--- config.mk ---
export PLATFORM = sky130hd
export DESIGN_NAME = busy_table
export DESIGN_NICKNAME = d
export VERILOG_FILES = /design/src/rtl/busy_table_pkg.sv /design/src/rtl/busy_table_dec.sv /design/src/rtl/busy_table.sv
export SDC_FILE = /design/constraint.sdc
export NUM_CORES = 1
export LEC_CHECK = 0
export ABC_AREA = 1
export BUFFER_PORTS_ARGS = -buffer_cell sky130_fd_sc_hd__buf_2
export CAP_MARGIN = 20
export CORE_MARGIN = 3
export CORE_UTILIZATION = 56
export DETAILED_ROUTE_END_ITERATION = 10
export PLACE_DENSITY = 0.83
export SYNTH_ARGS = -nofsm -noshare
export SYNTH_HDL_FRONTEND = slang
export SYNTH_SLANG_ARGS = --single-unit
--- constraint.sdc ---
create_clock -name clk -period 2.8 [get_ports clk]
set_input_delay 0.42 -clock clk [delete_from_list [all_inputs] [get_ports clk]]
set_output_delay 0.42 -clock clk [all_outputs]
set_load 0.01 [all_outputs]
--- src/rtl/busy_table_pkg.sv ---
// busy_table_pkg
//   Shared constants for the busy table: default table depth, the index width
//   derivation and the encoding of a single busy flag.
//   Imported by busy_table and busy_table_dec.
package busy_table_pkg;

  // Default number of tracked physical registers.
  localparam int N_ENTRIES_DEF = 32;

  // Encoding of one busy flag.
  localparam logic BUSY  = 1'b1;
  localparam logic READY = 1'b0;

  // Index width needed to address n entries.
  function automatic int idx_width(input int n);
    return (n > 1) ? $clog2(n) : 1;
  endfunction

endpackage

--- src/rtl/busy_table_dec.sv ---
// busy_table_dec
//   Binary index plus valid to one-hot mask decoder.
//   Ports:
//     valid  in   request valid; mask is all zero when low
//     idx    in   binary entry index (IDX_W bits)
//     mask   out  one-hot N_ENTRIES mask, bit i set when valid and idx == i
//   An index at or above N_ENTRIES decodes to an all-zero mask.
module busy_table_dec
  import busy_table_pkg::*;
#(
  parameter int N_ENTRIES = N_ENTRIES_DEF,
  parameter int IDX_W     = idx_width(N_ENTRIES)
) (
  input  logic                 valid,
  input  logic [IDX_W-1:0]     idx,
  output logic [N_ENTRIES-1:0] mask
);

  // Compare against every legal entry number so out-of-range indices
  // naturally produce no hit.
  always_comb begin
    mask = '0;
    for (int i = 0; i < N_ENTRIES; i++) begin
      if (valid && (idx == IDX_W'(i))) begin
        mask[i] = 1'b1;
      end
    end
  end

endmodule

--- src/rtl/busy_table.sv ---
// busy_table
//   Scoreboard of busy physical registers. An allocate (set) marks an entry
//   busy, a writeback (clear) marks it ready, flush clears the whole table.
//   Entry 0 is hardwired ready. A running busy_count is kept alongside the
//   flags so the population never has to be recounted.
//   Ports:
//     clk, rst_aL          clock (rising edge), async active-low reset
//     set_valid, set_idx   mark set_idx busy
//     clr_valid, clr_idx   mark clr_idx ready (set wins on the same index)
//     flush                clear every entry, overrides set/clear
//     rd0_idx / rd0_busy   read port 0
//     rd1_idx / rd1_busy   read port 1
//     busy_vec             registered busy flags, bit i = entry i
//     busy_count           registered number of busy entries
//     all_idle             high when no entry is busy
//   Configuration macro:
//     BUSY_TABLE_BYPASS_EN  when defined, a read port whose index matches a
//                           same-cycle clear (no flush, no same-index set)
//                           returns ready immediately.
module busy_table
  import busy_table_pkg::*;
#(
  parameter int N_ENTRIES = N_ENTRIES_DEF,
  parameter int IDX_W     = idx_width(N_ENTRIES)
) (
  input  logic                 clk,
  input  logic                 rst_aL,
  input  logic                 set_valid,
  input  logic [IDX_W-1:0]     set_idx,
  input  logic                 clr_valid,
  input  logic [IDX_W-1:0]     clr_idx,
  input  logic                 flush,
  input  logic [IDX_W-1:0]     rd0_idx,
  output logic                 rd0_busy,
  input  logic [IDX_W-1:0]     rd1_idx,
  output logic                 rd1_busy,
  output logic [N_ENTRIES-1:0] busy_vec,
  output logic [IDX_W:0]       busy_count,
  output logic                 all_idle
);

  // Read ports index a vector padded to the full index range, so any index
  // beyond the table reads the zero padding.
  localparam int RD_W = 1 << IDX_W;

  // Every entry except entry 0 may change state.
  localparam logic [N_ENTRIES-1:0] LIVE = {{(N_ENTRIES-1){1'b1}}, 1'b0};

  logic [N_ENTRIES-1:0] set_mask;
  logic [N_ENTRIES-1:0] clr_mask;
  logic [N_ENTRIES-1:0] set_eff;
  logic [N_ENTRIES-1:0] clr_eff;
  logic                 set_new;
  logic                 clr_old;
  logic [N_ENTRIES-1:0] busy_nxt;
  logic [IDX_W:0]       count_nxt;
  logic [RD_W-1:0]      busy_pad;

  busy_table_dec #(
    .N_ENTRIES (N_ENTRIES),
    .IDX_W     (IDX_W)
  ) u_set_dec (
    .valid (set_valid),
    .idx   (set_idx),
    .mask  (set_mask)
  );

  busy_table_dec #(
    .N_ENTRIES (N_ENTRIES),
    .IDX_W     (IDX_W)
  ) u_clr_dec (
    .valid (clr_valid),
    .idx   (clr_idx),
    .mask  (clr_mask)
  );

  // A clear that hits the entry being set this cycle is dropped: set wins.
  assign set_eff = set_mask & LIVE;
  assign clr_eff = clr_mask & LIVE & ~set_eff;

  // Count moves only when a flag actually flips, which keeps busy_count equal
  // to the popcount without ever wrapping.
  assign set_new = |(set_eff & ~busy_vec);
  assign clr_old = |(clr_eff & busy_vec);

  // Next-state of the flags and the counter; flush overrides everything.
  always_comb begin
    busy_nxt  = busy_vec;
    count_nxt = busy_count;
    if (flush) begin
      busy_nxt  = '0;
      count_nxt = '0;
    end else begin
      busy_nxt  = (busy_vec & ~clr_eff) | set_eff;
      count_nxt = busy_count + (IDX_W+1)'(set_new) - (IDX_W+1)'(clr_old);
    end
  end

  // State registers; reset discards whatever request is pending.
  always_ff @(posedge clk or negedge rst_aL) begin
    if (!rst_aL) begin
      busy_vec   <= {N_ENTRIES{READY}};
      busy_count <= '0;
    end else begin
      busy_vec   <= busy_nxt;
      busy_count <= count_nxt;
    end
  end

  assign all_idle = ~|busy_vec;
  assign busy_pad = RD_W'(busy_vec);

`ifdef BUSY_TABLE_BYPASS_EN
  logic clr_bypass;

  // A same-index set keeps the entry busy, so no bypass in that case.
  assign clr_bypass = clr_valid && !flush && !(set_valid && (set_idx == clr_idx));
  assign rd0_busy   = (clr_bypass && (rd0_idx == clr_idx)) ? READY : busy_pad[rd0_idx];
  assign rd1_busy   = (clr_bypass && (rd1_idx == clr_idx)) ? READY : busy_pad[rd1_idx];
`else
  assign rd0_busy = busy_pad[rd0_idx];
  assign rd1_busy = busy_pad[rd1_idx];
`endif

endmodule

* Word level (Yosys, flattened, before mapping) *
Index checks and enable logic that the tools add are counted.

word-level totals
  register bits = 38
  bits of input ports = 25
  output and inout port bits = 41
  word-level logic and storage cells = 210

cells by class
  $add $sub $neg = 2
  order comparisons = 2
  equal/unequal tests = 62
  muxes and demuxes = 68
  bitwise operators = 8
  reductions and logical operators = 66

operators by type and width
  kind                                                        count
  == test 5 bit, second input constant                        32
  bitwise AND 32 bit                                          4
  inverter 32 bit                                             3
  OR reduction 32 bit                                         3
  == test 5 x 4 -> 1 bit, second input constant               16
  2-to-1 mux 1 bit                                            64
  logical AND 1 bit                                           62
  == test 5 x 3 -> 1 bit, second input constant               8
  2-to-1 mux 32 bit                                           1
  OR 32 bit                                                   1
  == test 5 x 2 -> 1 bit, second input constant               4
  less-than comparator 5 x 6 -> 1 bit, second input constant  2
  binary-select mux 1 bit (select 5 bit)                      2
  == test 5 x 1 -> 1 bit, second input constant               2
  adder 6 x 1 -> 6 bit                                        1
  2-to-1 mux 6 bit                                            1
  subtractor 6 x 1 -> 6 bit                                   1
  zero test 1 bit                                             1

* Logic depth before layout (Yosys ltp) *
Gate-level depths: netlist (run 1).

  word-level depth = 9
  mapped depth = 20
  gate-level depth less buffers = 20

* Hierarchy *
A second synthesis (run 1) with hierarchy kept.

unflattened totals
  cell total of the unflattened synthesis = 618
  area, all modules = 3,517.1 um^2

modules (own cells, without submodules)
  module          times used  cells an instance  area an instance (um^2)  seq. area each (um^2)
  busy_table      1           484                2,984.1                  925.9
  busy_table_dec  2           67                 266.5                    0.0

* Least setup slack after synthesis (run 1) *
OpenSTA, ideal clock, no wires.

  path kind = in2reg
  from = in set_valid
  to = reg busy_count[4]
  setup time = 132 ps
  arrival time = 2,703 ps
  data required time = 2,668 ps
  setup slack = -35 ps
  cell stages on the path = 19
  path buffers = 1
  cell sequence = inv_1 nor2_2 buf_2 nand3_1 nand3_1 nand2_1 nor2_1 nand2_1 nor2_1 nand2_1 ha_1 inv_1 ha_1 fa_1 nand2_1 nand2_1 a21oi_1 xor2_1 nor2_1

on the way
  cells in the longest elaborated chain, start to end = 8

ends and longest elaborated chain
  item                                                                          RTL line           RTL
  start: declaration                                                            busy_table.sv:28   input logic set_valid,
  parallel branches: the longest is 6 deep, another holds adder 6 x 1 -> 6 bit  n/a
  subtractor 6 x 1 -> 6 bit (*)                                                 busy_table.sv:95   count_nxt = busy_count + (IDX_W+1)'(set_new) - (IDX_W+1)'(clr_old);
  2-to-1 mux 6 bit (*)                                                          busy_table.sv:90   if (flush) begin
  net count_nxt[4]                                                              busy_table.sv:56   logic [IDX_W:0] count_nxt;
  end signal: assignment                                                        busy_table.sv:106  busy_count <= count_nxt;
  end: declaration                                                              busy_table.sv:38   output logic [IDX_W:0] busy_count,

Mark *: on every way through the listed nets, which the timed path passes.

* Worst setup path in the final report (run 1) *
  from = in set_idx[1]
  to = reg busy_count[4]

on the way
  cells in the longest elaborated chain, start to end = 9

ends and longest elaborated chain
  item                                                                          RTL line          RTL
  start: declaration                                                            busy_table.sv:29  input logic [IDX_W-1:0] set_idx,
  parallel branches: the longest is 7 deep, another holds adder 6 x 1 -> 6 bit  n/a
  subtractor 6 x 1 -> 6 bit (*)                                                 busy_table.sv:95
  2-to-1 mux 6 bit (*)                                                          busy_table.sv:90
  net count_nxt[4]                                                              busy_table.sv:56

Marks and branches as above.

==> results.ini, run 1 <==
[global_routing]
grt_max_degree = 38
grt_overflow = 0
antenna_found_initial = 0
grt_pass1_vias = 4380
grt_pass1_wl_mm = 21.3
track_usage = 0.374

[synthesis]
syn_nets = 595
ys_warn_count = 0
ys_ff_latch = 37
netlist_instances = 563
synth.distinct_cells = 26
ys_seq_area_frac = 0.275
avgSynthCellArea_um2 = 5.98
synth_area_um2 = 3370

[cells_and_area]
area_delta_synth_final_pct = 46.2
nNetsFinal = 729
num_antenna_cells = 0
layout-drive-gt1-share = 0.330
fin_cells = 770

[worst_setup_path]
r2r-end = busy_count[4]$_DFF_PN0_
crit_arrival_ns = 3.05
end_kind = register
cp_max_fo = 5
crit_type = input port to register
r2r_slack_ns = 0.09
r2r_start = busy_vec[31]$_DFF_PN0_
required_ns = 2.96
start_kind = input port
worstRegToRegCells = 15
cp-startpoint = set_idx[1]

[timing]
finalHoldViolCount = 0
timing.final.ws_setup_ns = -0.0927
setup_viol = 1
tightest_slew_ns = 0.902
rsz0062_at_grt = true
fmax_ghz = 0.346
drv_slew = 0
period_minus_slack_ns = 2.89
finalCritPeriodShare = 1.03
slew_headroom = 0.399
finClkSkew_ns = 0.0122
setup-tns-final_ns = -0.0927

[worst_hold_path]
hp-class = input port to async pin

[clock_tree]
h-tree-depth = 2
cts_made_buffers = 5
cts.sinks = 37
root_buffer = clkbuf_8
clock_latency_ns = 0.30
cts.clk_slew.worst_paths_ns = 0.09
cts_tree = done
cts_buffer_depth = 2
hold_buffers = 0

[routing]
drt_first_pass_iters = 10
avgRoutedWirePerCell_um = 20.8
vias_per_cell = 6.70
vias = 5158
drt_iter0_drc = 901
maxUsedRoutingLayer = met5
wl_met2_mm = 6.79
met3_length_mm = 2.56
drt-met1-wl_mm = 5.21
ant_nets = 0
drt-total-wl_mm = 16.0
drc_errors = 0

[placed_design]
placedCellCount = 751
port_buffers = 64
hpwl_mm = 10.2
gp_congestion = 1.08

[floorplanning]
start_util = 0.594
die_w_um = 83.6
die_area_um2 = 6980
io_pins = 66
die_y_um = 83.6
num_rows = 27
core_area_um2 = 5680

[power_and_ir_drop]
sw_frac_of_total = 0.370
power_density_nw_per_um2 = 364
p_seq_frac = 0.334
p_switching_w = 0.000663
vdd_drop_max_mv = 0.468
clockPowerShare = 0.290
p_comb_frac = 0.377
leakagePower_nw = 2.49
p_int_w = 0.00113

[flow_run]
maxCapViolations = 0

[status]
outcome = finished, violations left
violations = negative setup slack

-- layout by cell type, fill, tap and decap left out, drive strengths merged, types with 11 or more instances in the layout --
master and instances:
clkbuf 11, o21ai 42, nor2 94, nand2 116, buf 144, nand3 75
nand4 20, o21a 18, dfrtp 37, a21oi 42, inv 70
-- cells in the mapped netlist, drive strengths merged --
library cell,instances,share of area
and3,1,0.0019
nand2,116,0.13
nor2,94,0.11
nand3,75,0.11
xnor2,1,0.0026
nor3,3,0.0045
a31o,1,0.0026
o21ai,42,0.062
o211ai,3,0.0067
nand4,20,0.037
nor4,5,0.0093
o21a,18,0.040
ha,6,0.022
buf,12,0.018
a21oi,42,0.062
fa,1,0.0059
inv,70,0.078
clkbuf,9,0.010
xor2,2,0.0052
clkinv,1,0.0011
conb,1,0.0011
and2,3,0.0056
dfrtp,37,0.27
-- through the flow --
step	hold slack [ns]	util	cell area, um^2	total power, W	worst slack, ns
floorplan	0.124	-	3380	0.000954	0.0437
global placement	0.561	0.753	4280	0.00113	-0.354
detailed placement	0.580	0.753	4280	0.00116	-0.422
CTS	0.271	0.778	4410	0.00166	0.00261
global route	0.297	0.868	4920	0.00186	-0.196
finish	0.239	0.868	4920	0.00179	-0.0927
-- power groups by stage --
| stage | sequential (W) | clock [W] | combinational, W |
|---|---|---|---|
| CTS | 0.000595 | 0.000500 | 0.000561 |
| detailed placement | 0.000606 | 0 | 0.000553 |
| finish | 0.000599 | 0.000520 | 0.000676 |
| global route | 0.000603 | 0.000523 | 0.000735 |
| floorplan | 0.000618 | 0 | 0.000337 |
| global placement | 0.000603 | 0 | 0.000530 |
-- cells by family (layout without fill, tap and decap cells) --
group | count (synthesis) | in the layout | synth area share
compound gates | 106 | 106 | 0.174
other cells | 1 | 1 | 0.00111
fa+ha+maj | 7 | 7 | 0.0282
simple gates | 317 | 317 | 0.407
buf+inv | 92 | 227 | 0.107
flops | 37 | 37 | 0.275
xor+xnor | 3 | 3 | 0.00780
-- sequential cells by signal (all words and copies together), names as in the netlist --
| name | flops |
|---|---|
| busy_count | 6 |
| busy_vec | 31 |
-- worst max path at each step --
stage | slack [ns] | endpoint | cells after the start
2_1_floorplan | 0.04 | busy_count[4]$_DFF_PN0_ | 18
3_3_place_gp | -0.35 | busy_count[4]$_DFF_PN0_ | 20
3_5_place_dp | -0.42 | busy_count[4]$_DFF_PN0_ | 20
4_1_cts | 0.003 | busy_count[4]$_DFF_PN0_ | 19
5_1_grt | -0.20 | busy_count[4]$_DFF_PN0_ | 20
6_report | -0.09 | busy_count[4]$_DFF_PN0_ | 20
-- cell type report --
cell class              count  area (um^2)
repair buffers            148         1130
inverters                  71          274
flip-flops and latches     37          926
clock buffers               7         86.3
fillers                   325          751
multi-input cells         434         2390
clock inverters             1         30.0
well taps                  72         90.1
-- worst max-delay path, cell delays in order --
cell	delay (ns)
buf_6	0.12
inv_2	0.08
nand2_2	0.10
nor2_4	0.22
nand2_2	0.11
nand3_2	0.09
nand2_1	0.06
nor2_1	0.16
nand2_1	0.10
nor2_2	0.17
nand2_1	0.07
ha_1	0.28
inv_1	0.05
ha_2	0.18
fa_2	0.36
nand2_2	0.08
nand2_2	0.05
a21oi_2	0.15
xor2_1	0.15
nor2_1	0.05
-- timing repair --
item | 4_1_cts | 5_1_grt
setup buffers | 0 | 6
pin swaps | 1 | 31
gates cloned | 0 | 6
gates resized for setup | 9 | 103
endpoints found under the setup margin | 1 | 2
-- per-layer routing --
layer  vias up  global-route usage
met5         -              0.0455
met2       585               0.584
li1       2126                   -
met3       203               0.111
met4         2               0.168
met1      2242               0.474
No activity file was read; power rests on OpenSTA's default activity.
==> run 2: changes to the inputs <==
--- a/config.mk
+++ b/config.mk
@@ -8,10 +8,12 @@
 export ABC_AREA = 1
 export BUFFER_PORTS_ARGS = -buffer_cell sky130_fd_sc_hd__buf_2
 export CAP_MARGIN = 20
-export CORE_MARGIN = 3
-export CORE_UTILIZATION = 56
+export CORE_MARGIN = 1.5
+export CORE_UTILIZATION = 57
 export DETAILED_ROUTE_END_ITERATION = 10
-export PLACE_DENSITY = 0.83
+export PLACE_DENSITY = 0.84
+export SETUP_SLACK_MARGIN = 0.05
 export SYNTH_ARGS = -nofsm -noshare
 export SYNTH_HDL_FRONTEND = slang
+export SYNTH_HIERARCHICAL = 1
 export SYNTH_SLANG_ARGS = --single-unit
==> results.ini, run 2 <==
[status]
outcome = completed  ; was finished, violations left

[floorplanning]
die_area_um2 = 6640  ; was 6980 um^2
start_util = 0.593  ; was 0.594
io_pins = 66  ; unchanged
die_y_um = 81.5  ; was 83.6 um
num_rows = 28  ; was 27
die_w_um = 81.5  ; was 83.6 um
core_area_um2 = 5920  ; was 5680 um^2

[clock_tree]
cts.sinks = 37  ; unchanged
cts.clk_slew.worst_paths_ns = 0.08  ; was 0.09 ns
clock_latency_ns = 0.30  ; about the same
h-tree-depth = 2  ; unchanged
root_buffer = clkbuf_8  ; unchanged
cts_buffer_depth = 2  ; unchanged
cts_tree = done  ; unchanged
cts_made_buffers = 5  ; unchanged

[cells_and_area]
layout_common_cells = nand2_1 (173), nor2_1 (119), inv_1 (84)  ; was nand2_1 (97), nor2_1 (75), buf_4 (68)
stdcell_area_um2 = 4620  ; was 4920 um^2
final_common_cell = nand2_1  ; unchanged
ff_latch_area_um2 = 926  ; unchanged
fillCellCount = 462  ; was 325
largest_reg_flops = 31  ; unchanged
largestRegisters = busy_vec x31, busy_count x6  ; unchanged
nNetsFinal = 775  ; was 729
fin_cells = 819  ; was 770
multi_input_area_um2 = 2210  ; was 2390 um^2
top_register = busy_vec  ; unchanged
num_antenna_cells = 0  ; unchanged
area_delta_synth_final_pct = 31.8  ; was 46.2%
layout-drive-gt1-share = 0.269  ; was 0.330

[worst_setup_path]
r2r-end = busy_count[4]$_DFF_PN0_  ; unchanged
r2r_start = busy_vec[16]$_DFF_PN0_  ; was busy_vec[31]$_DFF_PN0_
cp_cell_sequence = buf_4 -> inv_1 -> nor2_2 -> nand2_1 -> nor2_1 -> nor2_1 -> nand2_1 -> nand4_1 -> nor3_2 -> nand2_1 -> ha_1 -> inv_2 -> ha_4 -> fa_2 -> nand3_2 -> nand2_2 -> o21ai_1 -> a21oi_1  ; was buf_6 -> inv_2 -> nand2_2 -> nor2_4 -> nand2_2 -> nand3_2 -> nand2_1 -> nor2_1 -> nand2_1 -> nor2_2 -> nand2_1 -> ha_1 -> inv_1 -> ha_2 -> fa_2 -> nand2_2 -> nand2_2 -> a21oi_2 -> xor2_1 -> nor2_1
cpPeakStageDelay_ns = 0.36  ; about the same
worstRegToRegCells = 14  ; was 15
path_delay_family = simple AND/OR/NAND/NOR gates  ; unchanged
r2r_slack_ns = 0.25  ; was 0.09 ns
end_kind = register  ; unchanged
cpMaxStageDelayCell = fa_2  ; unchanged
cp_max_fo = 4  ; was 5
crit_arrival_ns = 2.93  ; was 3.05 ns
cp_common_cell = nand2_1  ; was nand2_2
worst-path-buf-inv = 3  ; unchanged
required_ns = 2.99  ; was 2.96 ns
crit_type = input port to register  ; unchanged
start_kind = input port  ; unchanged

[synthesis]
synth_area_um2 = 3510  ; was 3370 um^2
ys_warn_count = 6  ; was 0
syn_nets = 648  ; was 595
avgSynthCellArea_um2 = 5.70  ; was 5.98 um^2
netlist_instances = 616  ; was 563

[placed_design]
hpwl_mm = 8.71  ; was 10.2 mm
port_buffers = 64  ; unchanged
gp_congestion = 0.957  ; was 1.08
place_area_um2 = 4330  ; was 4280 um^2
placedCellCount = 807  ; was 751

[power_and_ir_drop]
p_seq_frac = 0.374  ; was 0.334
power_w = 0.00161  ; was 0.00179 W
sw_frac_of_total = 0.369  ; was 0.370
p_int_w = 0.00101  ; was 0.00113 W
p_comb_frac = 0.358  ; was 0.377
clockPowerShare = 0.268  ; was 0.290
leakagePower_nw = 2.36  ; was 2.49 nW
power_density_nw_per_um2 = 347  ; was 364 nW/um^2
vdd_drop_max_mv = 0.365  ; was 0.468 mV
p_switching_w = 0.000593  ; was 0.000663 W

[timing]
finalCritPeriodShare = 0.978  ; was 1.03
finClkSkew_ns = 0.00779  ; was 0.0122 ns
finalHoldViolCount = 0  ; unchanged
tightest_slew_ns = 0.859  ; was 0.902 ns
rsz0062_at_grt = true  ; unchanged
whs_ns = 0.223  ; was 0.239 ns
setup_viol = 0  ; was 1
drv_slew = 0  ; unchanged
fmax_ghz = 0.365  ; was 0.346 GHz
period_minus_slack_ns = 2.74  ; was 2.89 ns
slew_headroom = 0.427  ; was 0.399

[routing]
drt-total-wl_mm = 12.1  ; was 16.0 mm
drt_iter0_drc = 484  ; was 901
ant_nets = 0  ; unchanged
vias = 4506  ; was 5158
drt_first_pass_iters = 7  ; was 10
vias_per_cell = 5.50  ; was 6.70
drc_errors = 0  ; unchanged
avgRoutedWirePerCell_um = 14.8  ; was 20.8 um

[global_routing]
track_usage = 0.351  ; was 0.374
grt_max_degree = 38  ; unchanged
grt_pass1_wl_mm = 17.7  ; was 21.3 mm
antenna_found_initial = 0  ; unchanged
grt_pass1_vias = 3854  ; was 4380
grt_overflow = 0  ; unchanged

[flow_run]
maxCapViolations = 0  ; unchanged

[worst_hold_path]
hp-class = input port to async pin  ; unchanged

==> run 2: changes by cell type in the layout (fill, tap and decap cells not counted), moves of 11 or more <==
cell,delta
nor2_2,+11
o21ai_0,-37
nand4_1,-11
buf_6,-12
o21a_1,-18
inv_1,+21
nor2_1,+44
nand2_1,+76
nand3_2,-21
==> run 2: how the worst max path moves through the flow <==
stage                          start                 endpoint  slack [ns]  cells after the start
after floorplan           set_idx[4]  busy_count[4]$_DFF_PN0_        0.08                     19
after global placement    set_idx[0]  busy_count[4]$_DFF_PN0_       -0.28                     19
after detailed placement  set_idx[0]  busy_count[4]$_DFF_PN0_       -0.36                     19
after CTS                 set_idx[2]  busy_count[4]$_DFF_PN0_        0.05                     19
after global routing      set_idx[3]  busy_count[4]$_DFF_PN0_       -0.13                     20
final                     set_idx[2]  busy_count[4]$_DFF_PN0_        0.06                     18
==> run 2: metal layers <==
metal | vias up | GRT usage | part of all wire
met5 | - | 0 | 0
li1 | 2170 | - | -
met4 | 0 | 0.126 | 0.026
met3 | 31 | 0.0367 | 0.069
met2 | 221 | 0.627 | 0.50
met1 | 2084 | 0.435 | 0.40
==> run 2: worst register-to-register path, delay by kind of cell, from the launching register on <==
family | cells | cell delay, ns
flops | 1 | 0.50
fa+ha+maj | 3 | 0.83
buf+inv | 1 | 0.06
simple gates | 8 | 0.86
compound gates | 2 | 0.20
==> run 2: cell type report <==
cell class,instances,area share
inverters,93,0.0787
clock inverters,1,0.00108
clock buffers,7,0.0208
repair buffers,137,0.200
flip-flops and latches,37,0.200
multi-input cells,469,0.478
well taps,75,0.0203
==> run 2: through the flow <==
step	TNS (ns)	util	setup WS, ns
floorplan	0	-	0.0819
global placement	-0.542	0.731	-0.276
detailed placement	-0.733	0.731	-0.359
CTS	0	0.753	0.0549
global route	-0.343	0.781	-0.127
finish	0	0.781	0.0611
==> run 2: repair_timing <==
action	CTS	global route
setup buffers	0	4
endpoints found under the setup margin	1	4
resized for setup	9	53
hold buffers	0	0
pin swaps	1	22
==> run 2: power by group through the flow <==
stage	clock network, W	logic, W	registers [W]
5_1_grt	0.000453	0.000626	0.000604
2_1_floorplan	0	0.000321	0.000618
6_report	0.000431	0.000575	0.000601
3_5_place_dp	0	0.000501	0.000607
3_3_place_gp	0	0.000477	0.000606
4_1_cts	0.000429	0.000510	0.000596
==> run 3: changes to the inputs <==
--- a/config.mk
+++ b/config.mk
@@ -5,13 +5,12 @@
 export SDC_FILE = /design/constraint.sdc
 export NUM_CORES = 1
 export LEC_CHECK = 0
-export ABC_AREA = 1
 export BUFFER_PORTS_ARGS = -buffer_cell sky130_fd_sc_hd__buf_2
 export CAP_MARGIN = 20
 export CORE_MARGIN = 1.5
-export CORE_UTILIZATION = 57
+export CORE_UTILIZATION = 56
 export DETAILED_ROUTE_END_ITERATION = 10
-export PLACE_DENSITY = 0.84
+export PLACE_DENSITY = 0.83
 export SETUP_SLACK_MARGIN = 0.05
 export SYNTH_ARGS = -nofsm -noshare
 export SYNTH_HDL_FRONTEND = slang
==> results.ini, run 3 <==
[status]
outcome = finished, violations left  ; was completed
violations = negative setup slack

[worst_setup_path]
crit_arrival_ns = 3.58  ; was 2.93 ns
required_ns = 2.98  ; was 2.99 ns
end_kind = register  ; unchanged
cpPeakStageDelay_ns = 0.47  ; was 0.36 ns
cpMaxStageDelayCell = nor4_1  ; was fa_2
cp_cell_sequence = buf_6 -> buf_4 -> nand4b_1 -> nor2_1 -> o22ai_1 -> nor4_1 -> nand3_2 -> ha_4 -> inv_2 -> ha_4 -> buf_6 -> buf_6 -> a21o_1 -> a21oi_2 -> nand2b_4 -> nand3_4 -> o311ai_4  ; was buf_4 -> inv_1 -> nor2_2 -> nand2_1 -> nor2_1 -> nor2_1 -> nand2_1 -> nand4_1 -> nor3_2 -> nand2_1 -> ha_1 -> inv_2 -> ha_4 -> fa_2 -> nand3_2 -> nand2_2 -> o21ai_1 -> a21oi_1
worst-path-buf-inv = 5  ; was 3
cp_max_fo = 7  ; was 4
start_kind = input port  ; unchanged
crit_type = input port to register  ; unchanged
path_delay_family = simple AND/OR/NAND/NOR gates  ; unchanged
cp_common_cell = buf_6  ; was nand2_1

[placed_design]
port_buffers = 64  ; unchanged
hpwl_mm = 9.64  ; was 8.71 mm
gp_congestion = 1.04  ; was 0.957
placedCellCount = 628  ; was 807

[global_routing]
grt_max_degree = 41  ; was 38
grtUsageMet3 = 0.0882  ; was 0.0367
antenna_found_initial = 0  ; unchanged
busiest_layer = met2  ; unchanged
grt_pass1_wl_mm = 20.8  ; was 17.7 mm
met2_usage = 0.725  ; was 0.627
track_usage = 0.451  ; was 0.351
grt_pass1_vias = 4046  ; was 3854
grt_overflow = 0  ; unchanged
use_met1 = 0.559  ; was 0.435

[floorplanning]
die_y_um = 78.0  ; was 81.5 um
die_w_um = 78.0  ; was 81.5 um
core_area_um2 = 5470  ; was 5920 um^2
start_util = 0.575  ; was 0.593
num_rows = 27  ; was 28
die_area_um2 = 6080  ; was 6640 um^2
io_pins = 66  ; unchanged

[routing]
vias_per_cell = 6.57  ; was 5.50
drt_first_pass_iters = 8  ; was 7
ant_nets = 0  ; unchanged
avgRoutedWirePerCell_um = 21.4  ; was 14.8 um
drc_errors = 0  ; unchanged
drt_iter0_drc = 631  ; was 484
drt-total-wl_mm = 14.0  ; was 12.1 mm
vias = 4294  ; was 4506

[cells_and_area]
fillCellCount = 308  ; was 462
nNetsFinal = 614  ; was 775
largest_reg_flops = 31  ; unchanged
fin_cells = 654  ; was 819
final_common_cell = buf_4  ; was nand2_1
top_register = busy_vec  ; unchanged
layout_common_cells = buf_4 (122), nor2_1 (63), buf_2 (61)  ; was nand2_1 (173), nor2_1 (119), inv_1 (84)
layout-drive-gt1-share = 0.399  ; was 0.269
num_antenna_cells = 0  ; unchanged
largestRegisters = busy_vec x31, busy_count x6  ; unchanged
area_delta_synth_final_pct = 49.4  ; was 31.8%

[clock_tree]
cts_tree = done  ; unchanged
cts_buffer_depth = 2  ; unchanged
h-tree-depth = 2  ; unchanged
clock_latency_ns = 0.30  ; about the same
cts.clk_slew.worst_paths_ns = 0.09  ; was 0.08 ns
root_buffer = clkbuf_8  ; unchanged
cts.sinks = 37  ; unchanged
cts_made_buffers = 5  ; unchanged

[power_and_ir_drop]
vdd_drop_max_mv = 0.626  ; was 0.365 mV
leakagePower_nw = 2.18  ; was 2.36 nW
power_density_nw_per_um2 = 364  ; was 347 nW/um^2

[synthesis]
ys_warn_count = 6  ; unchanged
netlist_instances = 402  ; was 616
synth_area_um2 = 3150  ; was 3510 um^2
syn_nets = 434  ; was 648
avgSynthCellArea_um2 = 7.83  ; was 5.70 um^2

[timing]
tightest_slew_ns = 0.901  ; was 0.859 ns
rsz0062_at_grt = true  ; unchanged
finClkSkew_ns = 0.0123  ; was 0.00779 ns
whs_ns = 0.248  ; was 0.223 ns
slew_headroom = 0.399  ; was 0.427
finalHoldViolCount = 0  ; unchanged
finalCritPeriodShare = 1.21  ; was 0.978
fmax_ghz = 0.294  ; was 0.365 GHz
drv_slew = 0  ; unchanged
timing.final.ws_setup_ns = -0.602  ; was 0.0611 ns
period_minus_slack_ns = 3.40  ; was 2.74 ns
setup_viol = 6  ; was 0

[worst_hold_path]
hp-class = input port to async pin  ; unchanged

[flow_run]
maxCapViolations = 0  ; unchanged

## run 3: per-stage QoR
| stage | total power, W | setup TNS, ns | setup slack (ns) | util | cell area [um^2] |
|---|---|---|---|---|---|
| after CTS | 0.00157 | -1.74 | -0.417 | 0.844 | 4620 |
| after detailed placement | 0.00112 | -4.11 | -0.922 | 0.785 | 4300 |
| final | 0.00171 | -2.68 | -0.602 | 0.860 | 4710 |
| after floorplan | 0.000917 | -1.54 | -0.517 | - | 3170 |
| after global routing | 0.00177 | -3.13 | -0.693 | 0.860 | 4710 |
| after global placement | 0.00109 | -2.93 | -0.738 | 0.785 | 4300 |
## run 3: worst register-to-register path, cell delays in order (launching register included)
cell      delay [ns]
dfrtp_1         0.42
nand2_1         0.12
o22ai_1         0.08
or4_4           0.56
nor4_4          0.18
nand3_2         0.13
ha_4            0.29
inv_2           0.03
ha_4            0.15
buf_6           0.11
buf_6           0.10
a21o_1          0.16
a21oi_2         0.18
nand2b_4        0.20
nand3_4         0.10
o311ai_4        0.14
## run 3: final timing paths
kind	end	cells after the start	start	slack, ns
setup / recovery	busy_count[5]$_DFF_PN0_	17	set_idx[0]	-0.60
hold / removal	busy_vec[7]$_DFF_PN0_	1	rst_aL	0.25
setup reg to reg	busy_count[5]$_DFF_PN0_	15	busy_vec[11]$_DFF_PN0_	-0.29
hold reg to reg	busy_vec[31]$_DFF_PN0_	2	busy_vec[31]$_DFF_PN0_	0.61
max in group asynchronous	busy_vec[5]$_DFF_PN0_	1	rst_aL	1.99
min in group clk	busy_vec[31]$_DFF_PN0_	2	busy_vec[31]$_DFF_PN0_	0.61
## run 3: layer usage
layer / part of all wire / vias up
met5: 0 / -
met4: 0.089 / 0
met3: 0.13 / 140
met2: 0.44 / 419
met1: 0.34 / 1947
li1: - / 1788
## run 3: what timing repair did
action                                  in CTS  in global routing
hold buffers                                 0                  0
endpoints found under the hold margin        0                  0
endpoints found under the setup margin       6                  7
pin swaps                                    8                  4
gates resized for setup                     19                 14
setup buffers                               19                  0
## run 3: power by group
group	leakage, nW	internal, W	switching [W]
clock	0.0433	0.000195	0.000208
combinational	1.63	0.000295	0.000421
sequential	0.511	0.000568	0.0000262
## run 3: area by class of cell
type	count	area, um^2	area share
inverter	40	150	0.0319
multi-input combinational	310	2170	0.462
clock buffer	6	82.6	0.0175
tap	72	90.1	0.0191
sequential	37	926	0.197
timing repair buffer	188	1280	0.271
clock inverter	1	7.51	0.00160
